===== config.mk =====
export PLATFORM = sky130hd
export DESIGN_NAME = uart_rx
export DESIGN_NICKNAME = d
export VERILOG_FILES = /design/src/rtl/uart_rx.sv
export SDC_FILE = /design/constraint.sdc
export NUM_CORES = 1
export LEC_CHECK = 0
export BUFFER_PORTS_ARGS = -buffer_cell sky130_fd_sc_hd__buf_2
export CAP_MARGIN = 0
export CORE_MARGIN = 8
export CORE_UTILIZATION = 30
export CTS_BUF_LIST = sky130_fd_sc_hd__clkbuf_16
export DETAILED_ROUTE_END_ITERATION = 8
export SLEW_MARGIN = 10
export SYNTH_ARGS = -nofsm -noshare
export SYNTH_HDL_FRONTEND = slang
export SYNTH_SLANG_ARGS = --single-unit

===== constraint.sdc =====
create_clock -name clk -period 2.9 [get_ports clk]
set_input_delay 0.145 -clock clk [delete_from_list [all_inputs] [get_ports clk]]
set_output_delay 0.145 -clock clk [all_outputs]
set_load 0.005 [all_outputs]

===== src/rtl/uart_rx.sv =====
// 8N1 serial receiver: oversamples the synchronized line to find each bit centre
// and presents every correctly framed byte on data_out with a one-cycle strobe.
module uart_rx #(
    parameter int CLK_FRQ    = 50000000,
    parameter int BAUD_RATE  = 115200,
    parameter int OVERSAMPLE = 16
) (
    input  logic       clk,
    input  logic       areset,
    input  logic       data_in,
    output logic [7:0] data_out,
    output logic       rx_done,
    output logic       rx_busy,
    output logic       frame_err
);

    localparam int OS_DIV = CLK_FRQ / (BAUD_RATE * OVERSAMPLE);
    localparam int SW     = $clog2(OVERSAMPLE);

    localparam logic [31:0]   DIV_LAST = 32'(OS_DIV - 1);
    localparam logic [SW-1:0] MID_LAST = SW'(OVERSAMPLE / 2 - 1);
    localparam logic [SW-1:0] BIT_LAST = SW'(OVERSAMPLE - 1);

    typedef enum logic [2:0] {
        ST_IDLE    = 3'd0,
        ST_START   = 3'd1,
        ST_DATA    = 3'd2,
        ST_STOP    = 3'd3,
        ST_RECOVER = 3'd4
    } state_t;

    logic [1:0]    sync_q;
    logic [31:0]   div_q;
    logic          tick;
    logic          rxs;
    state_t        state_q;
    logic [SW-1:0] sample_cnt_q;
    logic [2:0]    bit_cnt_q;
    logic [7:0]    shift_q;
    logic [7:0]    data_q;
    logic          rx_done_q;
    logic          frame_err_q;

    // Two-flop synchronizer; resets to the idle (high) line level.
    always_ff @(posedge clk or posedge areset) begin
        if (areset) begin
            sync_q <= 2'b11;
        end else begin
            sync_q <= {sync_q[0], data_in};
        end
    end

    assign rxs = sync_q[1];

    // Free-running oversample divider; tick marks the wrap cycle.
    always_ff @(posedge clk or posedge areset) begin
        if (areset) begin
            div_q <= 32'd0;
        end else if (tick) begin
            div_q <= 32'd0;
        end else begin
            div_q <= div_q + 32'd1;
        end
    end

    assign tick = (div_q == DIV_LAST);

    // Receive FSM; strobes default low so each lasts a single clk.
    always_ff @(posedge clk or posedge areset) begin
        if (areset) begin
            state_q      <= ST_IDLE;
            sample_cnt_q <= '0;
            bit_cnt_q    <= 3'd0;
            shift_q      <= 8'h00;
            data_q       <= 8'h00;
            rx_done_q    <= 1'b0;
            frame_err_q  <= 1'b0;
        end else begin
            rx_done_q   <= 1'b0;
            frame_err_q <= 1'b0;
            if (tick) begin
                case (state_q)
                    ST_IDLE: begin
                        if (!rxs) begin
                            state_q      <= ST_START;
                            sample_cnt_q <= '0;
                        end
                    end
                    ST_START: begin
                        if (sample_cnt_q == MID_LAST) begin
                            sample_cnt_q <= '0;
                            bit_cnt_q    <= 3'd0;
                            // A line that is high again at mid start bit was only a glitch.
                            state_q      <= rxs ? ST_IDLE : ST_DATA;
                        end else begin
                            sample_cnt_q <= sample_cnt_q + 1'b1;
                        end
                    end
                    ST_DATA: begin
                        if (sample_cnt_q == BIT_LAST) begin
                            sample_cnt_q <= '0;
                            shift_q      <= {rxs, shift_q[7:1]};
                            bit_cnt_q    <= bit_cnt_q + 3'd1;
                            if (bit_cnt_q == 3'd7) begin
                                state_q <= ST_STOP;
                            end
                        end else begin
                            sample_cnt_q <= sample_cnt_q + 1'b1;
                        end
                    end
                    ST_STOP: begin
                        if (sample_cnt_q == BIT_LAST) begin
                            sample_cnt_q <= '0;
                            if (rxs) begin
                                data_q    <= shift_q;
                                rx_done_q <= 1'b1;
                                state_q   <= ST_IDLE;
                            end else begin
                                frame_err_q <= 1'b1;
                                state_q     <= ST_RECOVER;
                            end
                        end else begin
                            sample_cnt_q <= sample_cnt_q + 1'b1;
                        end
                    end
                    ST_RECOVER: begin
                        if (rxs) begin
                            state_q <= ST_IDLE;
                        end
                    end
                    default: begin
                        state_q      <= ST_IDLE;
                        sample_cnt_q <= '0;
                        bit_cnt_q    <= 3'd0;
                    end
                endcase
            end
        end
    end

    assign data_out  = data_q;
    assign rx_done   = rx_done_q;
    assign frame_err = frame_err_q;
    assign rx_busy   = (state_q != ST_IDLE);

endmodule


# Yosys cells after proc, flatten, opt, wreduce, memory -nomap -nowiden
# Index checks and enable logic that the tools add are counted.
[totals]
elab_cells = 62
reg_bits = 62
input_bits = 3
out_inout_bits = 11
[op_classes]
muxes = 25
n_bitwise = 2
n_reduce_logical = 9
addsub = 3
n_eq_ne = 14
[ops]
columns = ["cell", "n"]
rows = [
  ["adder 32 x 1 -> 32 bit, second input constant", 1],
  ["== test 32 x 5 -> 1 bit, second input constant", 1],
  ["two-way mux 32 bit", 1],
  ["two-way mux 3 bit", 9],
  ["case mux 4 bit (4 select lines)", 1],
  ["case mux 3 bit (5 select lines)", 1],
  ["two-way mux 4 bit", 3],
  ["!= test 2 bit, second input constant", 6],
  ["case mux 3 bit (3 select lines)", 1],
  ["two-way mux 1 bit", 8],
  ["AND reduction 4 bit", 2],
  ["AND reduction 7 bit", 1],
  ["== test 3 x 2 -> 1 bit, second input constant", 2],
  ["== test 3 bit, second input constant", 2],
  ["AND reduction 3 bit", 2],
  ["adder 4 x 1 -> 4 bit, second input constant", 1],
  ["== test 4 x 3 -> 1 bit, second input constant", 1],
  ["== test 4 bit, second input constant", 1],
  ["adder 3 x 1 -> 3 bit, second input constant", 1],
  ["== test 3 x 1 -> 1 bit, second input constant", 1],
  ["logical NOT 3 bit", 1],
  ["nonzero test 3 bit", 1],
  ["OR reduction 3 bit", 1],
  ["two-way mux 2 bit", 1],
  ["other kinds (2)", 3],
]

# Logic depth before layout (Yosys ltp)
# Gate-level depths: netlist of the first run.
[depth]
ltp_word = 4
depth_mapped = 8
ltp_nobuf = 7

# Least setup slack after synthesis of the first run
# Ideal clock, no wire load.
[synth_path]
path_kind = "flip-flop to flip-flop"
from = "reg div_q[0]"
to = "reg bit_cnt_q[0]"
t_arrival_ns = 1.814
stages_incl_launch_ff = 8
synth_period_minus_slack_ns = 1.939
n_path_buf = 0
path_slack_ns = 0.961
setup_ns = 0.125
required_time_ns = 2.775
cell_sequence = "dfrtp_1 > inv_1 > ha_1 > nor4b_1 > nand4_1 > nor2_2 > nor4b_4 > mux2_4"
[synth_between]
elab_chain_len = 2
[synth_rtl]
columns = ["item", "line_no", "text"]
rows = [
  ["from (decl)", "33", "logic [31:0] div_q;"],
  ["from (signal assigned)", "62", "div_q <= div_q + 32'd1;"],
  ["== test 32 x 5 -> 1 bit", "66", "assign tick = (div_q == DIV_LAST);"],
  ["AND reduction 4 bit (no source line)", "--", ""],
  ["to (signal assigned)", "103", "bit_cnt_q <= bit_cnt_q + 3'd1;"],
  ["to (decl)", "38", "logic [2:0] bit_cnt_q;"],
]
# No other way between the ends.
# A chain may end at the register's enable or synchronous reset.

# Worst setup path after layout of the first run
# Ends and elaborated chain as after synthesis.

==> results of run 1 <==
## cell usage after synthesis (2+ instances only)
| cell | n | share of area [%] |
|---|---|---|
| dfrtp_1 | 60 | 52 |
| xnor2_1 | 23 | 7.0 |
| mux2_2 | 19 | 7.5 |
| nand2_1 | 18 | 2.4 |
| nor2_1 | 18 | 2.4 |
| nand3_1 | 13 | 2.3 |
| nand4_1 | 9 | 2.0 |
| xor2_1 | 8 | 2.4 |
| nor3_1 | 7 | 1.2 |
| and3_1 | 5 | 1.1 |
| ha_1 | 5 | 2.2 |
| inv_1 | 5 | 0.65 |
| nor4_1 | 5 | 1.1 |
| buf_4 | 3 | 0.79 |
| clkbuf_1 | 3 | 0.39 |
| nand2b_1 | 3 | 0.65 |
| nor4b_1 | 3 | 0.92 |
| and4_2 | 2 | 0.70 |
| dfstp_2 | 2 | 1.8 |
| mux2i_1 | 2 | 0.70 |
| or3_1 | 2 | 0.44 |
## report_power, final
group / internal (W) / total (W) / switching (W)
Sequential: 0.000869 / 0.000872 / 0.00000342
Combinational: 0.00000725 / 0.0000295 / 0.0000223
Clock: 0.000665 / 0.00105 / 0.000389
## worst paths after layout
check / startpoint / endpoint / slack, ns
worst max register to register: div_q[0] / bit_cnt_q[0] / 0.66
worst max-delay path: div_q[0] / bit_cnt_q[0] / 0.66
worst min register to register: sync_q[0] / sync_q[1] / 0.35
max in group asynchronous: areset / data_out[0] / 2.10
min in group clk: sync_q[0] / sync_q[1] / 0.35
worst min-delay path: areset / div_q[23] / 0.04
## logic make-up (layout without fill, tap and decap cells)
family / Yosys count / count (layout) / share of synthesized area (%)
AND/OR/NAND/NOR: 99 / 99 / 20.6
flip-flops: 62 / 62 / 54.2
XOR/XNOR: 31 / 31 / 9.47
multiplexers: 22 / 22 / 8.69
buffers and inverters: 13 / 37 / 2.18
AO/OA/AOI/OAI: 9 / 9 / 2.66
adder cells (fa/ha/maj): 5 / 5 / 2.18
## per-stage QoR
stage | total power, W | setup slack (ns) | cells | hold slack [ns] | instance area [sq um]
after global placement | 0.000918 | 0.703 | 377 | 0.254 | 3060
after floorplan | 0.000907 | 0.961 | 241 | 0.149 | 2870
final | 0.00196 | 0.663 | 394 | 0.0356 | 3370
after CTS | 0.00199 | 0.640 | 394 | 0.0802 | 3370
after detailed placement | 0.000918 | 0.663 | 377 | 0.257 | 3060
after global routing | 0.00203 | 0.460 | 394 | 0.137 | 3370
## final cells by class
type	count	share of cell area, %
Timing Repair Buffer	16	2.67
Tap cell	129	4.78
Clock buffer	9	6.68
Clock inverter	7	2.19
Multi-Input combinational cell	166	37.1
Inverter	5	0.556
Sequential cell	62	46.1
## repair_timing
item / CTS / global route
endpoints found under the hold margin: 1 / 0
hold buffers: 1 / 0
resized for setup: 0 / 0
## sequential cells by signal, indices dropped and copies added, names as in the netlist
| name | count |
|---|---|
| sync_q | 2 |
| frame_err | 1 |
| div_q | 32 |
| sample_cnt_q | 4 |
| state_q | 3 |
| data_out | 8 |
| rx_done | 1 |
| bit_cnt_q | 3 |
| shift_q | 8 |
## routing by layer
layer | vias to the layer above | part of all wire, %
met3 | 11 | 4.4
met5 | - | 0
met1 | 910 | 49
met2 | 30 | 45
li1 | 894 | -
met4 | 0 | 1.4
==> reports/results.tsv, run 1 <==
metric	value	unit
Critical Path Sink Type	register	
Chip Width	114	um
number of buffers added on ports	13	
Crit Path Class	reg -> reg	
DRC	0	
critical path cell sequence	inv_1 > ha_1 > nor4b_1 > nand4_1 > nor2_2 > buf_4 > nor4b_4 > mux2_4	
largest net degree at the start of global routing	48	
status	completed	
Final Cycle Share	77.1	%
Nets	268	
Syn. warnings	0	
Detail Placement HPWL	3.53	mm
Yosys reg bits	62	
final hold vios	0	
Fin Setup TNS	0	ns
die height	114	um
initial antenna violation count	0	
GRT Total Usage	8.81	%
register area	0.00155	sq mm
post-CTS setup buffer count	0	
gpl congestion	0.764	
Core Region	0.00924	sq mm
DRT antenna net count	0	
Area Growth Syn to Fin	17.7	%
final setup vio count	0	
drt via density	4.68	
Most Used Layer, Global Route	met2	
syn_nets	249	
Avg Cell Area, Syn	11.9	sq um
skew final	0.00465	ns
hold crit path type	in -> async	
CP max-delay cell	dfrtp_1	
mapped cell area	0.00287	sq mm
Top FF cell, synth	dfrtp_1	
met3 usage	3.54	%
RSZ-0062 raised after global routing	false	
critical path arrival	2.45	ns
Root Driver	clkbuf_16	
Crit path buffers/inverters	2	
worst path required time	3.11	ns
Slew Viols, Final	0	
Crit path max-delay family	simple AND/OR/NAND/NOR gates	
Max-Cap Viols	0	
commonest cells after routing, fill and taps aside	dfrtp_1, xnor2_1, mux2_2	
drt first-iter violations	96	
Clock Path Buffers	2	
clock sink total	62	
met1 Usage GRT	11.2	%
share of layout cells above drive strength 1	24.2	%
Routed WL	5.15	mm
FF-to-FF path depth	8	
Crit path depth	8	
CTS tree	built	
# diodes	0	
post-synthesis sequential area ratio	54.2	%
drt wl/cell	13.1	um
Cell Rows	35	
Worst-Margin Slew	0.968	ns
gate count of the mapped netlist	241	
Synth cell types	47	
Leak	1.54	nW
Via Count	1845	
commonest non-fill, non-tap cell in the layout	dfrtp_1	
Reg clk slew, reported paths	0.06	ns
Final Core Density	36.5	%
fmax	447	MHz
CP startpoint kind	register	
CTS buffer count	9	
power per cell area	580	mW/mm^2
CP max stage delay	0.40	ns
fillers	902	
die area	0.0129	sq mm
clk_lat worst skew	0.33	ns
max_slew headroom	35.4	%
Starting Density	31.0	%
H-Tree Depth	3	
I/O Pins	14	
global route total overflow	0	
crit path max fanout	13	
first-pass GRT wire length	9.07	mm
EDFF count, synth	0	
min Tclk post-route	2.24	ns
Max IR drop VDD	287	uV
multi-input combinational cell area	0.00125	sq mm
share of flip-flops with an asynchronous set or reset	100	%
number of global-route vias before repair	1902	
met2 Track Usage GR	13.0	%
router iterations before antenna repair	4	
No activity file was read; power rests on OpenSTA's default activity.
==> run 2, diff against run 1 <==
- clock period: 2.9 -> 2.3 ns (I/O delays scaled with it)
==> run 2 against run 1 <==
- register-to-register slack got worse by 0.45 ns
- total power rose by 28%
- largest power group unchanged
- clock power rose by 30%
- core utilization rose by 0.96 points
==> reports/results.tsv, run 2 (synthesized netlist as in run 1, its figures left out) <==
metric	value	unit
CTS buffer count	9	
Cell Rows	35	
final hold vios	0	
global route total overflow	0	
Nets	279	
CTS tree	built	
fmax	480	MHz
worst path required time	2.50	ns
Crit path max-delay family	simple AND/OR/NAND/NOR gates	
max FFs per register	32	
Fin Setup TNS	0	ns
Clock Path Buffers	2	
Critical Path Sink Type	register	
Routed WL	5.17	mm
post-CTS sizing	0	
Root Driver	clkbuf_16	
crit path max fanout	8	
Area Growth Syn to Fin	20.8	%
Worst-Margin Slew	0.421	ns
RSZ-0062 raised after global routing	false	
Core Region	0.00924	sq mm
CP max stage delay	0.40	ns
gpl congestion	0.782	
status	completed	
Max-Cap Viols	0	
number of buffers added on ports	13	
GRT Total Usage	8.88	%
initial antenna violation count	0	
final setup vio count	0	
critical path arrival	2.28	ns
power per cell area	724	mW/mm^2
# diodes	0	
Biggest register	div_q	
Detail Placement HPWL	3.69	mm
CP startpoint kind	register	
I/O Pins	14	
drt via density	4.65	
Crit Path Class	reg -> reg	
die height	114	um
Starting Density	31.0	%
post-CTS setup buffer count	0	
max_slew headroom	71.7	%
number of global-route vias before repair	1864	
Chip Width	114	um
clk_lat worst skew	0.32	ns
DRC	0	
commonest cells after routing, fill and taps aside	dfrtp_1, xnor2_1, mux2_2	
Via Count	1879	
die area	0.0129	sq mm
DRT antenna net count	0	
critical path cell sequence	nor4_1 > nand4_1 > buf_4 > nor3_4 > mux2_2	
first-pass GRT wire length	9.20	mm
clock sink total	62	
CP max-delay cell	dfrtp_1	
Final Cycle Share	90.6	%
hold crit path type	in -> async	
H-Tree Depth	3	
drt wl/cell	12.8	um
commonest non-fill, non-tap cell in the layout	dfrtp_1	
skew final	0.00842	ns
worst setup margin	0.215	ns
min Tclk post-route	2.08	ns
DP Worst Slack	0.195	ns
Max IR drop VDD	448	uV
Slew Viols, Final	0	
share of layout cells above drive strength 1	26.2	%
drt first-iter violations	84	
Reg clk slew, reported paths	0.05	ns
Leak	1.61	nW
router iterations before antenna repair	4	
largest net degree at the start of global routing	25	
Crit path buffers/inverters	1	
[run 2: cell types whose count changed in the layout (fill, tap and decap cells not counted), sizes merged]
cell / before / now
buf: 15 / 25
clkinvlp: 3 / 0
clkinv: 2 / 4
bufinv: 1 / 2
dlygate4sd3: 1 / 2
inv: 6 / 5
[run 2: worst register-to-register path: stages, from the launching register on]
cell,delay (ns)
dfrtp_1,0.40
nor4_1,0.34
nand4_1,0.23
buf_4,0.21
nor3_4,0.40
mux2_2,0.39
[run 2: per-stage QoR]
stage	hold WS [ns]	total power, W	cell area, sq um	utilization (%)	std cells
detailed placement	0.0945	0.00116	3140	34.0	387
floorplan	0.119	0.00114	2870	-	241
CTS	0.297	0.00255	3460	37.5	404
global placement	0.0919	0.00116	3140	34.0	387
finish	0.297	0.00251	3460	37.5	404
global route	0.330	0.00260	3460	37.5	404
[run 2: worst paths after layout]
| check | cells past startpoint | from | endpoint | slack [ns] |
|---|---|---|---|---|
| setup / recovery | 5 | div_q[27] | data_out[0] | 0.22 |
| hold / removal | 3 | areset | div_q[27] | 0.30 |
| setup reg to reg | 5 | div_q[27] | data_out[0] | 0.22 |
| hold reg to reg | 0 | sync_q[0] | sync_q[1] | 0.36 |
| max in group asynchronous | 4 | areset | sync_q[1] | 1.34 |
| min in group clk | 0 | sync_q[0] | sync_q[1] | 0.36 |
[run 2: report_power, final]
part	switching (W)	internal, W
Clock	0.000436	0.000929
Sequential	0.00000233	0.00110
Combinational	0.0000306	0.0000126
Total	0.000469	0.00204
[run 2: layout make-up]
class	count	area [sq um]
fillers	903	5780
inverters	5	18.8
flip-flops and latches	62	1550
multi-input cells	166	1250
well taps	129	161
repair buffers	27	175
clock buffers	9	225
clock inverters	6	77.6
[run 2: what timing repair did]
item / in CTS / in global routing
setup endpoints to repair: 0 / 0
hold buffers: 2 / 0
hold endpoints to repair: 15 / 0
[run 2: routing by layer]
metal	global-route usage [%]	share of wire, %
met4	2.66	0.37
met1	11.5	49
met3	3.70	3.8
met2	13.1	46
met5	0	0
==> run 3, diff against run 2 <==
- clock period: 2.3 -> 1.9 ns (I/O delays scaled with it)
==> run 3 against run 2 <==
- the flow now finishes with violations (negative setup slack)
- sequential power increased by 21%
- sequential share of layout area is 4.5 points lower
- flip-flop and latch count unchanged
- clock-buffer cell count unchanged
- total power rose by 20%
- global-route usage grew 0.75 points
==> reports/results.tsv, run 3 (synthesized netlist as in run 1, its figures left out) <==
metric	value	unit
status	finished with violations	
failing checks	negative setup slack	
die height	114	um
clock sink total	62	
GRT Total Usage	9.63	%
initial antenna violation count	0	
skew final	0.00516	ns
min Tclk post-route	1.97	ns
Biggest register	div_q	
Critical Path Sink Type	register	
Leak	1.84	nW
CP startpoint kind	register	
final hold vios	0	
clk_lat worst skew	0.32	ns
critical path arrival	2.17	ns
Max IR drop VDD	334	uV
Chip Width	114	um
DRC	0	
Routed WL	5.83	mm
drt first-iter violations	62	
number of buffers added on ports	13	
drt via density	4.54	
Max-Cap Viols	0	
Reg clk slew, reported paths	0.05	ns
DRT antenna net count	0	
CTS buffer count	9	
max FFs per register	32	
H-Tree Depth	3	
Via Count	1996	
CTS tree	built	
Fin Setup TNS	-0.733	ns
commonest non-fill, non-tap cell in the layout	dfrtp_1	
Core Region	0.00924	sq mm
largest net degree at the start of global routing	63	
commonest cells after routing, fill and taps aside	dfrtp_1, buf_4, xnor2_1	
worst path required time	2.10	ns
Root Driver	clkbuf_16	
RSZ-0062 raised after global routing	true	
Crit Path Class	reg -> reg	
number of global-route vias before repair	2067	
I/O Pins	14	
Clock Path Buffers	2	
gpl congestion	0.752	
max_slew headroom	76.0	%
# diodes	0	
crit path max fanout	2	
Slew Viols, Final	0	
Detail Placement HPWL	3.89	mm
Cell Rows	35	
fillers	870	
final setup vio count	21	
worst setup margin	-0.0699	ns
hold crit path type	reg -> reg	
Area Growth Syn to Fin	34.4	%
share of layout cells above drive strength 1	37.9	%
router iterations before antenna repair	4	
Starting Density	31.0	%
fmax	508	MHz
drt wl/cell	13.2	um
Worst-Margin Slew	0.357	ns
first-pass GRT wire length	9.93	mm
Nets	314	
power per cell area	778	mW/mm^2
Final Cycle Share	104	%
worst hold slack	0.356	ns
die area	0.0129	sq mm
global route total overflow	0	
[run 3: worst paths after layout]
path                          endpoint  cells after the start       from  slack, ns
max in group asynchronous    sync_q[0]                      4     areset       1.22
setup / recovery            state_q[1]                      8   div_q[0]      -0.07
setup reg to reg            state_q[1]                      8   div_q[0]      -0.07
min in group asynchronous  data_out[4]                      4     areset       0.38
hold reg to reg              sync_q[1]                      0  sync_q[0]       0.36
hold / removal               sync_q[1]                      0  sync_q[0]       0.36
[run 3: per-stage QoR]
step	power (W)	util (%)	area, sq um	instances	setup WS (ns)
after floorplan	0.00138	-	2880	241	-0.00702
after global placement	0.00141	37.0	3420	420	-0.194
after detailed placement	0.00141	37.0	3420	420	-0.229
after CTS	0.00305	41.6	3840	442	-0.108
after global routing	0.00311	41.7	3850	440	-0.191
final	0.00300	41.7	3850	440	-0.0699
[run 3: final cells by class]
type                       instances  area [sq um]  area share [%]
timing repair buffer              62           463            12.0
tap                              129           161            4.19
multi-input combinational        166          1360            35.2
clock inverter                     7          75.1            1.95
clock buffer                       9           225            5.85
inverter                           5          18.8           0.487
sequential                        62          1550            40.3
[run 3: timing repair]
item / 4_1_cts / 5_1_grt
hold endpoints to repair: 61 / 0
setup buffers: 4 / 1
resized for setup: 16 / 7
pin swaps: 5 / 6
setup endpoints to repair: 26 / 30
hold buffers: 2 / 0
[run 3: power breakdown]
part / switching (W) / internal, W
combinational: 0.0000416 / 0.0000209
clock: 0.000588 / 0.00102
sequential: 0.00000157 / 0.00133
total: 0.000631 / 0.00236
[run 3: metal layers]
metal,GRT usage [%],share of wire (%),up-vias
met5,0,0,-
met4,3.46,1.1,0
met3,3.65,3.7,9
met2,15.2,49,23
met1,11.7,47,982
li1,-,-,982
[run 3: worst max-delay path, stage by stage (launching register included)]
cell,delay (ns)
dfrtp_1,0.38
inv_1,0.06
ha_1,0.14
nor4b_4,0.18
nand4_1,0.19
buf_4,0.20
or4b_1,0.51
nand2_1,0.10
o41ai_2,0.08
